## src/rtl/chrono_bcd_counter_if.sv

```systemverilog
// Control/status bundle between the stopwatch sequencer and the BCD chronometer core.
// The master side drives strobes and presets; the slave side is the counter.
interface chrono_bcd_counter_if #(
    parameter int N_DIGITS = 4
);
    logic                    tick;
    logic                    start;
    logic                    clr;
    logic                    dir;
    logic                    load;
    logic [4*N_DIGITS-1:0]   load_val;
    logic                    lap;
    logic [4*N_DIGITS-1:0]   q;
    logic [4*N_DIGITS-1:0]   lap_q;
    logic                    running;
    logic                    done;
    logic                    wrap;

    modport master (
        output tick, start, clr, dir, load, load_val, lap,
        input  q, lap_q, running, done, wrap
    );

    modport slave (
        input  tick, start, clr, dir, load, load_val, lap,
        output q, lap_q, running, done, wrap
    );
endinterface

```

## src/rtl/chrono_bcd_counter.sv

```systemverilog
// N-digit synchronous BCD chronometer with start/pause, preset load, lap capture
// and terminal-count handling.
//
// state   | meaning
// --------+---------------------------------------------------
// S_IDLE  | stopped, count held, load accepted
// S_RUN   | counting one step per tick
// S_PAUSE | stopped mid-run, count held, load accepted
// S_DONE  | down-count reached zero, ticks ignored
module chrono_bcd_counter #(
    parameter int N_DIGITS    = 4,
    parameter int SEXAGESIMAL = 1,
    parameter int AUTO_STOP   = 1
) (
    input  logic                  clk,
    input  logic                  p,
    chrono_bcd_counter_if.slave   bus
);
    localparam int W = 4 * N_DIGITS;

    typedef enum logic [1:0] {S_IDLE, S_RUN, S_PAUSE, S_DONE} state_t;

    state_t         state;
    logic [W-1:0]   q_r;
    logic [W-1:0]   lap_r;
    logic           running_r;
    logic           done_r;
    logic           wrap_r;

    logic [W-1:0]   step_val;
    logic           step_carry;
    logic [W-1:0]   load_sat;
    logic           at_zero;
    logic           step_zero;

    function automatic logic [3:0] digit_max(input int i);
        return (SEXAGESIMAL != 0 && (i % 2) == 1) ? 4'd5 : 4'd9;
    endfunction

    // Single carry/borrow chain shared by both directions; carry out of the top
    // digit marks a full-counter rollover.
    always_comb begin
        logic       c;
        logic [3:0] d;
        c        = 1'b1;
        d        = 4'd0;
        step_val = q_r;
        for (int i = 0; i < N_DIGITS; i++) begin
            d = q_r[4*i +: 4];
            if (c) begin
                if (!bus.dir) begin
                    if (d >= digit_max(i)) begin
                        step_val[4*i +: 4] = 4'd0;
                    end else begin
                        step_val[4*i +: 4] = d + 4'd1;
                        c = 1'b0;
                    end
                end else begin
                    if (d == 4'd0) begin
                        step_val[4*i +: 4] = digit_max(i);
                    end else begin
                        step_val[4*i +: 4] = d - 4'd1;
                        c = 1'b0;
                    end
                end
            end
        end
        step_carry = c;
    end

    always_comb begin
        load_sat = '0;
        for (int i = 0; i < N_DIGITS; i++) begin
            load_sat[4*i +: 4] = (bus.load_val[4*i +: 4] > digit_max(i)) ?
                                 digit_max(i) : bus.load_val[4*i +: 4];
        end
    end

    assign at_zero   = (q_r == '0);
    assign step_zero = (step_val == '0);

    always_ff @(posedge clk) begin
        if (p) begin
            state     <= S_IDLE;
            q_r       <= '0;
            lap_r     <= '0;
            running_r <= 1'b0;
            done_r    <= 1'b0;
            wrap_r    <= 1'b0;
        end else begin
            wrap_r <= 1'b0;
            if (bus.lap) lap_r <= q_r;

            if (bus.clr) begin
                state     <= S_IDLE;
                q_r       <= '0;
                lap_r     <= '0;
                running_r <= 1'b0;
                done_r    <= 1'b0;
            end else if (bus.load && (state == S_IDLE || state == S_PAUSE)) begin
                q_r <= load_sat;
            end else if (bus.start) begin
                case (state)
                    S_IDLE, S_PAUSE: begin
                        state     <= S_RUN;
                        running_r <= 1'b1;
                    end
                    S_RUN: begin
                        state     <= S_PAUSE;
                        running_r <= 1'b0;
                    end
                    S_DONE: begin
                        state  <= S_IDLE;
                        done_r <= 1'b0;
                    end
                endcase
            end else if (state == S_RUN && bus.tick) begin
                // Terminal zero stops the run instead of borrowing past it.
                if (bus.dir && AUTO_STOP != 0 && (at_zero || step_zero)) begin
                    state     <= S_DONE;
                    running_r <= 1'b0;
                    done_r    <= 1'b1;
                    q_r       <= '0;
                end else begin
                    q_r    <= step_val;
                    wrap_r <= step_carry;
                end
            end
        end
    end

    assign bus.q       = q_r;
    assign bus.lap_q   = lap_r;
    assign bus.running = running_r;
    assign bus.done    = done_r;
    assign bus.wrap    = wrap_r;
endmodule

```

## src/flat_wrapper.sv

```systemverilog
// flat-port wrapper written by rule: the top's interface ports become plain ports
module chrono_bcd_counter_flat 
#(
    parameter int N_DIGITS    = 4,
    parameter int SEXAGESIMAL = 1,
    parameter int AUTO_STOP   = 1
)
  (clk, p, bus_tick, bus_start, bus_clr, bus_dir, bus_load, bus_load_val, bus_lap, bus_q, bus_lap_q, bus_running, bus_done, bus_wrap);
  chrono_bcd_counter_if #(.N_DIGITS(N_DIGITS)) bus_i ();
  input  logic clk;
  input  logic p;
  input wire logic [$bits(bus_i.tick)-1:0] bus_tick;
  input wire logic [$bits(bus_i.start)-1:0] bus_start;
  input wire logic [$bits(bus_i.clr)-1:0] bus_clr;
  input wire logic [$bits(bus_i.dir)-1:0] bus_dir;
  input wire logic [$bits(bus_i.load)-1:0] bus_load;
  input wire logic [$bits(bus_i.load_val)-1:0] bus_load_val;
  input wire logic [$bits(bus_i.lap)-1:0] bus_lap;
  output wire logic [$bits(bus_i.q)-1:0] bus_q;
  output wire logic [$bits(bus_i.lap_q)-1:0] bus_lap_q;
  output wire logic [$bits(bus_i.running)-1:0] bus_running;
  output wire logic [$bits(bus_i.done)-1:0] bus_done;
  output wire logic [$bits(bus_i.wrap)-1:0] bus_wrap;
  assign bus_i.tick = bus_tick;
  assign bus_i.start = bus_start;
  assign bus_i.clr = bus_clr;
  assign bus_i.dir = bus_dir;
  assign bus_i.load = bus_load;
  assign bus_i.load_val = bus_load_val;
  assign bus_i.lap = bus_lap;
  assign bus_q = bus_i.q;
  assign bus_lap_q = bus_i.lap_q;
  assign bus_running = bus_i.running;
  assign bus_done = bus_i.done;
  assign bus_wrap = bus_i.wrap;
  chrono_bcd_counter #(.N_DIGITS(N_DIGITS), .SEXAGESIMAL(SEXAGESIMAL), .AUTO_STOP(AUTO_STOP)) u_core (.clk(clk), .p(p), .bus(bus_i));
endmodule
```

## config.mk

```make
export PLATFORM = sky130hd
export DESIGN_NAME = chrono_bcd_counter_flat
export DESIGN_NICKNAME = d
export VERILOG_FILES = /design/src/rtl/chrono_bcd_counter_if.sv /design/src/rtl/chrono_bcd_counter.sv /design/src/flat_wrapper.sv
export SDC_FILE = /design/constraint.sdc
export NUM_CORES = 1
export LEC_CHECK = 0
export CORE_AREA = 10 10 82 99
export DETAILED_ROUTE_END_ITERATION = 6
export DIE_AREA = 0 0 92 109
export MAX_ROUTING_LAYER = met4
export PLACE_DENSITY = 0.73
export SLEW_MARGIN = 20
export SYNTH_ARGS = -nofsm -noshare
export SYNTH_HDL_FRONTEND = slang
export SYNTH_SLANG_ARGS = --single-unit
```

## constraint.sdc

```tcl
create_clock -name clk -period 2.5 [get_ports clk]
set_input_delay 0.75 -clock clk [delete_from_list [all_inputs] [get_ports clk]]
set_output_delay 0.75 -clock clk [all_outputs]
set_load 0.01 [all_outputs]
```

==> key figures, run 1 <==
Status
  – Result of the run: complete, no violations

Drt
  – Routed len/inst: 18.6 microns
  – # DRC: 0
  – DR pass1 iterations: 6
  – Via-per-instance ratio: 5.75
  – Routed WL: 9920 microns
  – Via count: 3,070
  – Post-route ant nets: 0
  – Iter 0 DRT Violations: 237

Setup path
  – Crit-path max FO: 6
  – Critical path startpoint category: register
  – CP Capture Type: register
  – WP data required: 2.70 ns
  – Setup CP Type: reg -> reg
  – Crit path DAT: 2.62 ns

Global routing
  – GR peak layer: met2
  – Met2 global-route usage: 0.316
  – Initial antenna violation count: 0
  – Pin count of the biggest net entering global routing: 17
  – Met1 GRT Util: 0.244
  – Gr usage total: 0.196
  – First-pass GRT wire length: 15,700 microns
  – Remaining global-route overflow: 0
  – Number of global-route vias before repair: 2,961
  – Met3 usage: 0.0406

Flow run
  – Maxcap violations: 0

Synth
  – Number of enable flip-flop cells after synthesis: 0
  – Top-area cell type share of the netlist area: 0.273
  – Cell taking the most area after synthesis: dfxtp_1
  – Syn_nets: 382
  – Post-Synth Adder-Cell Area: 0.0599
  – Sequential area share after synthesis: 0.273
  – Largest family of logic cells by synthesized area: compound AO/OA/AOI/OAI gates
  – Syn avg cell area: 7.87 sq um
  – Post-synthesis mux area share: 0.0821
  – Main area contributors after synthesis: dfxtp_1 27%, nor2_1 8.0%, mux2i_1 7.4%
  – Post-synthesis xor/xnor area fraction: 0.00323
  – Cells after Synth: 345
  – Yosys warning count: 0
  – Async S/R FF share, synth: 0
  – Post-synth cell types: 66
  – Synth Area in Compound Gates: 0.296
  – Synth Cell Area: 0.00271 sq mm
  – #FFs+latches synth: 37
  – Synth Flop Type: dfxtp_1
  – Synth Area in Simple Gates: 0.219

Cells and area
  – Filler instances: 606
  – Proportion of layout cells with a drive suffix above 1: 0.200
  – Area growth syn-to-layout: 44.6%
  – Post-layout util: 0.628
  – Net count, final: 487
  – Non-filler cells, final: 534
  – Diodes inserted: 0

Placed design
  – Dpl cells: 524
  – Placed wire-length estimate: 7390 microns
  – Pre-CTS worst setup slack: -0.564 ns
  – Routability cong.: 0.962
  – Input/output buffers: 58

Die
  – Die Wd: 92 microns
  – Die ar.: 0.0100 sq mm
  – Die Ht: 109 microns
  – Initial Utilization: 0.434
  – Rows: 32
  – Io pins: 59
  – CORE AREA: 0.00625 sq mm

STA
  – Slew Viols, Final: 0
  – Skew final: 0.0103 ns
  – Fin. Hold Viols: 0
  – Max_slew headroom: 0.692
  – Worst slew pin tran: 0.462 ns
  – Fin Hold WS: 0.494 ns
  – FMAX: 412 MHz
  – Final setup margin: 0.0745 ns
  – Final setup vio count: 0
  – Tmin final: 2.43 ns
  – Period utilization: 0.970

Power
  – Peak supply drop: 0.203 mV
  – Power, Total: 1.52 mW
  – PwrDens: 388 mW/mm^2
  – LEAKAGE: 1.55 nW

Clocking
  – Sink Count: 37
  – Skew-Pair Late Insertion Delay: 0.30 ns
  – CTS H-tree lvls: 2
  – Root buffer cell: clkbuf_8
  – CTS Buf Count: 5
  – Clock Tree Buf Depth: 2
  – CTS clk-pin slew, worst paths: 0.08 ns
  – Post-CTS Hold Buffers: 0
  – CTS tree: built

Hold path
  – Hold Crit Class: reg -> reg
==> what timing repair did <==
item | in CTS | in global routing
buffers inserted | 0 | 3
endpoints found under the setup margin | 15 | 3
pin swaps | 0 | 2
gates cloned | 1 | 0
resized for setup | 5 | 10
==> synthesized netlist by cell type, drive strengths merged, types with 4 or more instances <==
cell and count:
nand3 8, nor2 59, ha 13, and2 4, nand2b 4, a31oi 11
inv 19, o22ai 9, o211ai 6, a211oi 6, dfxtp 37, o31ai 5
nor3 5, buf 9, mux2i 20, a221oi 4, a21oi 13, clkbuf 13
o21ai 28, a32oi 4, nand2 15, nor2b 7
==> logic make-up after synthesis <==
kind of cell / count (synthesis)
AND/OR/NAND/NOR: 120
multiplexers: 22
XOR/XNOR: 1
flip-flops: 37
AO/OA/AOI/OAI: 111
buffers and inverters: 41
adder cells (fa/ha/maj): 13
==> area by class of cell <==
class	count	area (sq um)	area share
Multi-Input combinational cell	267	1840	0.469
Inverter	19	71.3	0.0182
Sequential cell	37	742	0.189
Timing Repair Buffer	120	1090	0.277
Tap cell	85	106	0.0271
Clock inverter	1	5.00	0.00128
Clock buffer	5	68.8	0.0175
==> metrics by stage <==
step	TNS, ns	area, sq um
after floorplan	0	2710
final	0	3920
after CTS	0	3870
after detailed placement	-7.37	3740
after global routing	-0.00345	3920
after global placement	-6.41	3740
==> layer usage <==
metal  wire length [microns]  share of wire
met5                       0              0
met4                     121          0.012
met3                     570          0.057
met2                    4810           0.48
met1                    4420           0.45
==> registers in the layout, indices dropped and copies added, names as in the netlist <==
signal / cells
u_core.bus.q: 16
u_core.state: 2
u_core.bus.wrap: 1
u_core.bus.done: 1
u_core.bus.lap_q: 16
u_core.bus.running: 1
==> cell usage in the layout (no fill, tap or decap), types with 2 or more instances in the layout <==
cell             count
nor2_1              58
buf_4               58
clkdlybuf4s50_1     57
dfxtp_1             36
o21ai_0             23
mux2i_1             20
inv_1               17
nand2_1             15
a21oi_1             13
ha_1                13
a31oi_1             11
o22ai_1              9
nand3_1              7
nor3_1               5
a211oi_1             5
o211ai_1             5
o21ai_1              5
clkbuf_8             5
a32oi_1              4
o31ai_1              4
nor2b_1              4
and2_1               4
nand2b_1             3
nand4_1              3
a211o_1              3
a21o_1               3
a221oi_1             3
inv_2                2
and3_1               2
or4_1                2
nor2b_2              2
a22o_1               2
a22oi_1              2
a32o_1               2
o2111ai_1            2
clkbuf_2             2
buf_12               2
==> report_power, final <==
part	switching (mW)	internal [mW]	total (mW)
logic	0.249	0.248	0.497
clock network	0.222	0.184	0.405
registers	0.0194	0.602	0.622
==> critical path, stage by stage (launching register included) <==
cell       delay (ns)
dfxtp_1          0.34
inv_1            0.08
ha_1             0.20
nor2b_1          0.33
o2bb2ai_4        0.20
clkbuf_2         0.20
buf_4            0.12
o211ai_1         0.08
o211ai_1         0.12
and4b_1          0.27
nand3_2          0.12
a32o_1           0.27
==> final timing paths <==
| path | depth (start not counted) | startpoint | slack [ns] | end |
|---|---|---|---|---|
| setup reg to reg | 11 | u_core.bus.q[0] | 0.07 | u_core.bus.running |
| hold / removal | 2 | u_core.bus.lap_q[3] | 0.49 | u_core.bus.lap_q[3] |
| hold reg to reg | 2 | u_core.bus.lap_q[3] | 0.49 | u_core.bus.lap_q[3] |
| setup / recovery | 11 | u_core.bus.q[0] | 0.07 | u_core.bus.running |
(Power assumes the default switching activity.)
==> run 2: changes to the inputs <==
--- a/config.mk
+++ b/config.mk
@@ -5,11 +5,11 @@
 export SDC_FILE = /design/constraint.sdc
 export NUM_CORES = 1
 export LEC_CHECK = 0
-export CORE_AREA = 10 10 82 99
+export CORE_AREA = 10 10 89 91
 export DETAILED_ROUTE_END_ITERATION = 6
-export DIE_AREA = 0 0 92 109
+export DIE_AREA = 0 0 99 101
 export MAX_ROUTING_LAYER = met4
-export PLACE_DENSITY = 0.73
+export PLACE_DENSITY_LB_ADDON = 0.08
 export SLEW_MARGIN = 20
 export SYNTH_ARGS = -nofsm -noshare
 export SYNTH_HDL_FRONTEND = slang
==> key figures, run 2 (synthesis results as in run 1) <==
Power
  – PwrDens: 389 mW/mm^2 (+0.10%)
  – Peak supply drop: 0.260 mV (+28%)
  – Int Pwr: 1.07 mW (+3.9%)
  – Sequential power share: 0.399 (-0.009)
  – Clock group share of total power: 0.278 (+0.012)
  – Combinational share of power: 0.323 (-0.003)
  – Switching pwr: 0.473 mW (-3.5%)
  – LEAKAGE: 1.59 nW (+2.5%)
  – Sw Share: 0.306 (-0.0159)

Setup path
  – Worst setup path start: u_core.bus.q[0]
  – Critical path's largest stage delay: 0.38 ns (+0.04 ns)
  – Crit-path max FO: 8 (+2)
  – Most used cell, CP: buf_4
  – WP data required: 2.69 ns (about the same)
  – Crit path DAT: 2.57 ns (-0.05 ns)
  – Critical path startpoint category: register
  – Worst path buffer plus inverter count: 3 (unchanged)
  – Worst R2R Path Depth: 10 (-1)
  – Critical-path top delay cell: dfxtp_1
  – Reg2Reg Setup Slack: 0.12 ns (+0.05 ns)
  – CP Capture Type: register
  – Worst path cell trace: inv_1 -> ha_1 -> buf_4 -> nor2b_2 -> o2bb2ai_4 -> buf_4 -> o32ai_2 -> and4b_1 -> nand3_2 -> a32o_1
  – Reg-to-reg startpoint: u_core.bus.q[0]
  – Delay-heaviest family, CP: compound AO/OA/AOI/OAI gates
  – R2r endpoint: u_core.bus.running
  – Setup CP Type: reg -> reg

Drt
  – Routed len/inst: 17.4 microns (-6.5%)
  – Via-per-instance ratio: 5.70 (-0.82%)
  – DR pass1 iterations: 4 (-2)
  – Routed WL: 9330 microns (-5.9%)
  – Post-route ant nets: 0 (unchanged)
  – Via count: 3,062 (-0.26%)
  – # DRC: 0 (unchanged)
  – Iter 0 DRT Violations: 116 (-51%)

Cells and area
  – Non-filler cells, final: 537 (+0.56%)
  – Diodes inserted: 0 (unchanged)
  – Most frequent cells in the layout: 69 x buf_4, 58 x nor2_1, 57 x clkdlybuf4s50_1
  – Filler instances: 574 (-5.3%)
  – Final instance area: 0.00398 sq mm (+1.4%)
  – Area growth syn-to-layout: 46.6%
  – Commonest non-fill, non-tap cell in the layout: buf_4
  – Proportion of layout cells with a drive suffix above 1: 0.215 (+0.0148)
  – Post-layout util: 0.641 (+0.0131)
  – Net count, final: 497 (+2.1%)

Global routing
  – Pin count of the biggest net entering global routing: 19 (+2)
  – Gr usage total: 0.186 (-0.0100)
  – Initial antenna violation count: 0 (unchanged)
  – Number of global-route vias before repair: 2,976 (+0.51%)
  – First-pass GRT wire length: 14,900 microns (-4.5%)
  – Remaining global-route overflow: 0 (unchanged)

Hold path
  – Hold EP: u_core.bus.lap_q[7]
  – Worst Hold Depth: 2 (unchanged)
  – Hold Crit Class: reg -> reg
  – HP Start: u_core.bus.lap_q[7]

Clocking
  – CTS tree: built
  – CTS Buf Count: 5 (unchanged)
  – Sink Count: 37 (unchanged)
  – Root buffer cell: clkbuf_8
  – Skew-Pair Late Insertion Delay: 0.29 ns (about the same)
  – CTS H-tree lvls: 2 (unchanged)
  – CTS clk-pin slew, worst paths: 0.07 ns (about the same)
  – Clock Tree Buf Depth: 2 (unchanged)

Status
  – Result of the run: complete, no violations

Die
  – Die ar.: 0.0100 sq mm (-0.29%)
  – Die Ht: 101 microns (-7.3%)
  – Die Wd: 99 microns (+7.6%)
  – Io pins: 59 (unchanged)
  – CORE AREA: 0.00620 sq mm (-0.66%)
  – Rows: 29 (-9.4%)
  – Initial Utilization: 0.437 (+0.00289)

STA
  – Setup TNS: 0 ns (unchanged)
  – Worst slew pin tran: 0.401 ns (-0.0606 ns)
  – Tmin final: 2.38 ns (-0.0485 ns)
  – FMAX: 421 MHz (+2.0%)
  – Final setup margin: 0.123 ns (+0.0485 ns)
  – Skew final: 0.00739 ns (-0.00295 ns)
  – Final setup vio count: 0 (unchanged)
  – Period utilization: 0.951 (-0.0194)
  – Slew Viols, Final: 0 (unchanged)
  – Max_slew headroom: 0.732 (+0.0400)
  – Fin. Hold Viols: 0 (unchanged)

Placed design
  – Placed instance area: 0.00381 sq mm (+1.9%)
  – Routability cong.: 0.908 (-5.6%)
  – Placed wire-length estimate: 7160 microns (-3.2%)
  – Dpl cells: 525 (+0.19%)
  – Input/output buffers: 58 (unchanged)
  – Pre-CTS worst setup slack: -0.580 ns (-0.0158 ns)

Flow run
  – Maxcap violations: 0 (unchanged)
run 2: layout make-up:
cell class                      count  area [sq um]  area share
Tap cell                           77          96.3      0.0242
Inverter                           19          71.3      0.0179
Sequential cell                    37           741       0.186
Timing Repair Buffer              130          1140       0.288
Clock buffer                        7          86.3      0.0217
Multi-Input combinational cell    267          1840       0.462
run 2: how the worst max path moves through the flow:
stage / to / cells past startpoint
global placement: u_core.bus.running / 9
finish: u_core.bus.running / 10
global route: u_core.bus.running / 10
CTS: u_core.bus.running / 10
detailed placement: u_core.bus.running / 8
floorplan: u_core.bus.running / 10
run 2: per-stage QoR:
step | hold WS [ns] | total power, mW
final | 0.494 | 1.55
after global routing | 0.515 | 1.63
after CTS | 0.500 | 1.54
after detailed placement | 0.481 | 1.10
after global placement | 0.473 | 1.10
after floorplan | 0.517 | 0.881
run 2: power groups by stage:
stage / logic, mW / clock network [mW] / registers, mW
4_1_cts: 0.482 / 0.445 / 0.616
3_5_place_dp: 0.471 / 0 / 0.630
3_3_place_gp: 0.470 / 0 / 0.630
2_1_floorplan: 0.244 / 0 / 0.637
6_report: 0.500 / 0.430 / 0.617
5_1_grt: 0.544 / 0.470 / 0.618
run 2: repair_timing:
action	CTS	global route
endpoints found under the setup margin	17	3
hold buffers	0	0
pin swaps	1	3
gates cloned	0	0
buffers inserted	3	2
gates resized for setup	3	8
run 2: worst min-delay path: cells and delay by family, from the launching register on:
kind	cells	cell delay [ns]
mux	1	0.06
simple gates	1	0.07
flops	1	0.33
run 2: layer usage:
| layer | track usage | part of all wire | up-vias |
|---|---|---|---|
| li1 | - | - | 1500 |
| met1 | 0.223 | 0.45 | 1451 |
| met2 | 0.310 | 0.48 | 89 |
| met3 | 0.0309 | 0.042 | 22 |
| met4 | 0.0617 | 0.023 | 0 |
| met5 | - | 0 | - |
